[src/rtl/errchk_pkg.sv]
// errchk_pkg: state encoding, question LFSR taps and the expected-answer function
// shared by the challenge/response health-check scheduler.
package errchk_pkg;

   typedef enum logic [2:0] {
      IDLE     = 3'd0,
      WAIT_INT = 3'd1,
      ISSUE    = 3'd2,
      WAIT_ANS = 3'd3,
      EVAL     = 3'd4,
      SHUTDOWN = 3'd5
   } errchk_state_e;

   // Fibonacci x^4+x^3+1: feedback bit is value[3]^value[2]
   localparam logic [3:0] LFSR_TAPS = 4'b1100;

   function automatic logic [3:0] local_answer(input logic [3:0] q);
      return {q[2] ^ q[3], q[1] ^ q[2], q[0] ^ q[1], ~q[0]};
   endfunction

endpackage

[src/rtl/question_lfsr.sv]
// question_lfsr: 4-bit maximal-length question generator; steps once per advance pulse.
// A zero seed is replaced by 4'h1 so the register can never lock up at zero.
module question_lfsr
   import errchk_pkg::*;
#(
   parameter logic [3:0] SEED = 4'h9
) (
   input  logic       clk,
   input  logic       reset,
   input  logic       advance,
   output logic [3:0] value
);

   localparam logic [3:0] START = (SEED == 4'h0) ? 4'h1 : SEED;

   logic [3:0] value_r;

   // Shift register stepping on each issued question
   always_ff @(posedge clk or negedge reset) begin
      if (!reset) begin
         value_r <= START;
      end else if (advance) begin
         value_r <= {value_r[2:0], ^(value_r & LFSR_TAPS)};
      end else begin
         value_r <= value_r;
      end
   end

   assign value = value_r;

endmodule

[src/rtl/challenge_scheduler.sv]
// challenge_scheduler: issues timed challenges to OBC1, scores rounds and forces failover to OBC2.
// Build option ERRCHK_STATS_EN adds saturating total_pass/total_fail answer counters.
module challenge_scheduler
   import errchk_pkg::*;
#(
   parameter int unsigned ROUND_LEN   = 10,
   parameter int unsigned PASS_MIN    = 7,
   parameter int unsigned MAX_STRIKES = 3,
   parameter int unsigned INTERVAL    = 1000,
   parameter int unsigned TIMEOUT     = 255,
   parameter logic [3:0]  LFSR_SEED   = 4'h9
) (
   input  logic        clk,
   input  logic        reset,
   input  logic        enable,
   output logic [3:0]  question,
   output logic        q_valid,
   input  logic [3:0]  answerOBC,
   input  logic        a_valid,
   output logic        healthy,
   output logic [3:0]  strikes,
   output logic        override,
   output logic        shutdown_obc1,
   output logic [2:0]  state_o
`ifdef ERRCHK_STATS_EN
   ,
   output logic [15:0] total_pass,
   output logic [15:0] total_fail
`endif
);

   localparam logic [15:0] INT_LAST   = 16'(INTERVAL - 1);
   localparam logic [15:0] TO_LAST    = 16'(TIMEOUT - 1);
   localparam logic [8:0]  RND_LEN    = 9'(ROUND_LEN);
   localparam logic [7:0]  RND_FULL   = 8'(ROUND_LEN);
   localparam logic [7:0]  PASS_LIM   = 8'(PASS_MIN);
   localparam logic [3:0]  STRIKE_LIM = 4'(MAX_STRIKES);

   errchk_state_e state_r, state_nxt_s;
   logic [15:0]   int_cnt_r, to_cnt_r;
   logic [7:0]    issued_r, correct_r;
   logic [3:0]    question_r, strikes_r, strikes_nxt_s, lfsr_value_s;
   logic          q_valid_r, healthy_r, healthy_nxt_s, override_r;
   logic          issue_s, eval_s, ans_done_s, ans_ok_s;

   question_lfsr #(.SEED(LFSR_SEED)) u_lfsr (
      .clk     (clk),
      .reset   (reset),
      .advance (issue_s),
      .value   (lfsr_value_s)
   );

   // Next-state decode; a late answer wins over a simultaneous timeout
   always_comb begin
      state_nxt_s   = state_r;
      strikes_nxt_s = strikes_r;
      healthy_nxt_s = healthy_r;
      issue_s       = 1'b0;
      eval_s        = 1'b0;
      ans_done_s    = 1'b0;
      ans_ok_s      = 1'b0;
      if (state_r == SHUTDOWN) begin
         state_nxt_s = SHUTDOWN;
      end else if (!enable) begin
         state_nxt_s = IDLE;
      end else begin
         case (state_r)
            IDLE:     state_nxt_s = WAIT_INT;
            WAIT_INT: state_nxt_s = (int_cnt_r == INT_LAST) ? ISSUE : WAIT_INT;
            ISSUE: begin
               issue_s     = 1'b1;
               state_nxt_s = WAIT_ANS;
            end
            WAIT_ANS: begin
               if (a_valid || (to_cnt_r == TO_LAST)) begin
                  ans_done_s  = 1'b1;
                  ans_ok_s    = a_valid && (answerOBC == local_answer(question_r));
                  state_nxt_s = (({1'b0, issued_r} + 9'd1) >= RND_LEN) ? EVAL : WAIT_INT;
               end else begin
                  state_nxt_s = WAIT_ANS;
               end
            end
            EVAL: begin
               eval_s = 1'b1;
               if (correct_r == RND_FULL) begin
                  strikes_nxt_s = 4'd0;
               end else if (correct_r >= PASS_LIM) begin
                  strikes_nxt_s = strikes_r;
               end else if (strikes_r == 4'hF) begin
                  strikes_nxt_s = 4'hF;
               end else begin
                  strikes_nxt_s = strikes_r + 4'd1;
               end
               healthy_nxt_s = (correct_r >= PASS_LIM);
               state_nxt_s   = (strikes_nxt_s >= STRIKE_LIM) ? SHUTDOWN : WAIT_INT;
            end
            default:  state_nxt_s = IDLE;
         endcase
      end
   end

   // State, timers, round scoring and registered outputs
   always_ff @(posedge clk or negedge reset) begin
      if (!reset) begin
         state_r    <= IDLE;
         int_cnt_r  <= 16'd0;
         to_cnt_r   <= 16'd0;
         issued_r   <= 8'd0;
         correct_r  <= 8'd0;
         question_r <= 4'd0;
         q_valid_r  <= 1'b0;
         healthy_r  <= 1'b0;
         strikes_r  <= 4'd0;
         override_r <= 1'b0;
      end else begin
         state_r    <= state_nxt_s;
         int_cnt_r  <= ((state_r == WAIT_INT) && (state_nxt_s == WAIT_INT)) ? int_cnt_r + 16'd1 : 16'd0;
         to_cnt_r   <= ((state_r == WAIT_ANS) && (state_nxt_s == WAIT_ANS)) ? to_cnt_r + 16'd1 : 16'd0;
         q_valid_r  <= issue_s;
         question_r <= issue_s ? lfsr_value_s : question_r;
         override_r <= override_r | (state_nxt_s == SHUTDOWN);
         if (eval_s) begin
            issued_r  <= 8'd0;
            correct_r <= 8'd0;
            strikes_r <= strikes_nxt_s;
            healthy_r <= healthy_nxt_s;
         end else if (ans_done_s) begin
            issued_r  <= issued_r + 8'd1;
            correct_r <= correct_r + {7'd0, ans_ok_s};
         end else begin
            issued_r  <= issued_r;
            correct_r <= correct_r;
         end
      end
   end

`ifdef ERRCHK_STATS_EN
   logic [15:0] pass_r, fail_r;

   // Lifetime answer statistics; survive enable drops, saturate at all-ones
   always_ff @(posedge clk or negedge reset) begin
      if (!reset) begin
         pass_r <= 16'd0;
         fail_r <= 16'd0;
      end else if (ans_done_s && ans_ok_s) begin
         pass_r <= (pass_r == 16'hFFFF) ? pass_r : pass_r + 16'd1;
      end else if (ans_done_s) begin
         fail_r <= (fail_r == 16'hFFFF) ? fail_r : fail_r + 16'd1;
      end else begin
         pass_r <= pass_r;
         fail_r <= fail_r;
      end
   end

   assign total_pass = pass_r;
   assign total_fail = fail_r;
`endif

   assign question      = question_r;
   assign q_valid       = q_valid_r;
   assign healthy       = healthy_r;
   assign strikes       = strikes_r;
   assign override      = override_r;
   assign shutdown_obc1 = override_r;
   assign state_o       = state_r;

endmodule

[config.mk]
export PLATFORM = sky130hd
export DESIGN_NAME = challenge_scheduler
export DESIGN_NICKNAME = d
export VERILOG_FILES = /design/src/rtl/errchk_pkg.sv /design/src/rtl/question_lfsr.sv /design/src/rtl/challenge_scheduler.sv
export SDC_FILE = /design/constraint.sdc
export NUM_CORES = 1
export LEC_CHECK = 0
export CAP_MARGIN = 20
export CORE_ASPECT_RATIO = 1.1
export CORE_UTILIZATION = 50
export CTS_CLUSTER_DIAMETER = 100
export DETAILED_ROUTE_END_ITERATION = 6
export PLACE_DENSITY = 0.72
export SKIP_CTS_REPAIR_TIMING = 1
export SYNTH_ARGS = -nofsm -noshare
export SYNTH_HDL_FRONTEND = slang
export SYNTH_SLANG_ARGS = --single-unit
[constraint.sdc]
create_clock -name clk -period 2.1 [get_ports clk]
set_input_delay 0.63 -clock clk [delete_from_list [all_inputs] [get_ports clk]]
set_output_delay 0.63 -clock clk [all_outputs]
set_load 0.01 [all_outputs]
==> summary.md <==
| Metric | Value |
|---|---|
| Outcome | complete, no violations |
| Post-synth cell types | 52 |
| Arr. time, crit path | 2.33 ns |
| Req. time, crit path | 2.36 ns |
| Initial antenna violation count | 0 |
| # diodes | 0 |
| Min cycle time layout | 2.06 ns |
| Sequential fraction of the synthesis area | 47.3% |
| Layout area overhead | 26.5% |
| Drt via density | 5.51 |
| Finish-stage setup viols | 0 |
| Fin area | 4290 µm² |
| P_leak | 1.91 nW |
| Post-Synth XOR/XNOR Area | 10.6% |
| Clock Latency Late Sink | 0.34 ns |
| Final WL | 7050 µm |
| DRT Pass-1 Iters | 4 |
| Top FF cell, synth | dfrtp_1 |
| Reg clk slew, reported paths | 0.08 ns |
| Drt drc | 0 |
| Crit Path Max Fanout | 8 |
| Main combinational cell family by area after synthesis | simple AND/OR/NAND/NOR gates |
| Clock Path Buffers | 2 |
| EDFF count, synth | 0 |
| Buffers on Ports | 22 |
| Adder-cell share of the synthesized area | 2.95% |
| Root Driver | clkbuf_8 |
| Maxcap violations | 0 |
| Final Skew | 0.0120 ns |
| First-pass GRT wire length | 11300 µm |
| Setup crit start kind | flip-flop |
| Largest net degree at the start of global routing | 65 |
| Global route total overflow | 0 |
| Final core utilization | 65.5% |
| Synth warnings | 0 |
| Maximum vdd drop | 462 µV |
| Synth Area in Compound Gates | 10.1% |
| Placed Instances | 473 |
| Final Hold Fails | 0 |
| H-tree depth | 3 |
| CTS sink count | 64 |
| Fillers | 517 |
| Post-Syn Area per Cell | 9.61 µm² |
| RePlAce Congestion | 0.807 |
| Fmax | 485 MHz |
| Syn Nets | 369 |
| Initial core utilization | 51.7% |
| Final worst path period share | 98.3% |
| Pwr/cell area | 570 nW/µm² |
| Commonest non-fill, non-tap cell in the layout | dfrtp_1 |
| Die area | 7120 µm² |
| R2R setup slack | 0.04 ns |
| DR WL/cell | 14.1 µm |
| Area post-placement | 3870 µm² |
| CTS Buf Count | 9 |
| 1st-iter DRT viols | 170 |
| Number of global-route vias before repair | 2456 |
| Multiplexer share of the synthesized area | 1.66% |
| Die height | 88.4 µm |
| Post-DP HPWL | 4610 µm |
| Fin. max-slew vios | 0 |
| Overall Power | 2.45 mW |
| Slew @ Worst Pin | 0.421 ns |
| Post-Synth Simple-Gate Area | 24.2% |
| CTS tree | yes |
| # rows | 31 |
| Die X | 80.5 µm |
| CP endpoint kind | flip-flop |
| Layout cells sized above 1 | 20.4% |
| Relative slew slack | 71.8% |
| Synth Register Bits | 64 |
| Non-Filler Instances | 499 |
| WS Path Type | flip-flop to flip-flop |
| Async set-or-reset flop fraction in the synthesized netlist | 100% |
| Core region area | 6560 µm² |
| GRT Total Usage | 20.8% |
| Commonest non-fill, non-tap cells in the layout | dfrtp_1 (60), nor2_1 (51), buf_4 (34) |
| IO Pins | 23 |
| Synthesized cell area | 3390 µm² |
| Hold/Removal Path Class | input port to async pin |
| Post-route ant nets | 0 |
| Final net count | 428 |
| Synth Instances | 353 |
| Vias | 2748 |
| RSZ-0062 raised after global routing | true |
Yosys cell counts, types with 6 or more instances:
cell      instances  share of area, %
nor3_1            7               1.0
xnor2_1          13               3.4
inv_1            11               1.2
o21ai_0          18               2.7
dfrtp_1          62                46
and2_1            6               1.1
xor2_1           28               7.2
nand4_1          10               1.8
nor2_1           54               6.0
nand2_1          31               3.4
clkbuf_1          6              0.66
nand3_1          23               3.4
ha_1              8               3.0
a21oi_1           8               1.2
sequential cells by signal (all words and copies together), names as in the netlist, 2 cells and up:
| signal | cells |
|---|---|
| question | 4 |
| to_cnt_r | 16 |
| int_cnt_r | 16 |
| strikes | 4 |
| state_o | 3 |
| correct_r | 8 |
| u_lfsr.value | 2 |
| issued_r | 8 |
critical path, stage by stage, from the launching register on:
cell and delay [ns]:
dfrtp_2 0.45, ha_2 0.20, xor2_1 0.14, nor3b_1 0.26
o22ai_1 0.18, o31ai_4 0.21, buf_6 0.16, o2111ai_4 0.21
nor2_1 0.17
layout make-up:
class,instances,area (µm²),area share (%)
Sequential cell,64,1610,37.4
Inverter,11,41.3,0.962
Clock inverter,2,37.5,0.875
Multi-Input combinational cell,267,1810,42.2
Tap cell,82,103,2.39
Timing Repair Buffer,59,528,12.3
Clock buffer,14,163,3.79
cells by family after synthesis:
group	count (synthesis)
buffers and inverters	23
multiplexers	5
flip-flops	64
adder cells (fa/ha/maj)	8
AO/OA/AOI/OAI	50
XOR/XNOR	41
AND/OR/NAND/NOR	162
per-stage QoR:
step	setup TNS, ns	setup slack [ns]	hold WS (ns)
after CTS	-1.61	-0.250	0.297
after global placement	-6.83	-0.498	0.477
after detailed placement	-7.49	-0.600	0.478
final	0	0.0363	0.280
after floorplan	0	0.0786	0.334
after global routing	-0.805	-0.0832	0.323
layer usage:
layer,track usage [%],wire length [µm],vias to the layer above,share of wire [%]
met5,0,0,-,0
met1,27.0,3260,1333,46
li1,-,-,1347,-
met3,4.54,235,17,3.3
met2,32.8,3380,51,48
met4,10.6,171,0,2.4
where the power goes:
group          internal, mW  switching (mW)  total, mW
registers              1.24          0.0118       1.25
clock network         0.615           0.457       1.07
logic                0.0516          0.0690      0.121
worst paths after layout:
check | from | endpoint | cells past startpoint
setup / recovery | issued_r[0] | int_cnt_r[15] | 8
hold / removal | reset | issued_r[2] | 2
setup reg to reg | issued_r[0] | int_cnt_r[15] | 8
hold reg to reg | u_lfsr.value[0] | u_lfsr.value[0] | 2
max in group asynchronous | reset | u_lfsr.value[0] | 2
min in group clk | u_lfsr.value[0] | u_lfsr.value[0] | 2
Note: power is estimated with default switching activity, not from simulation.
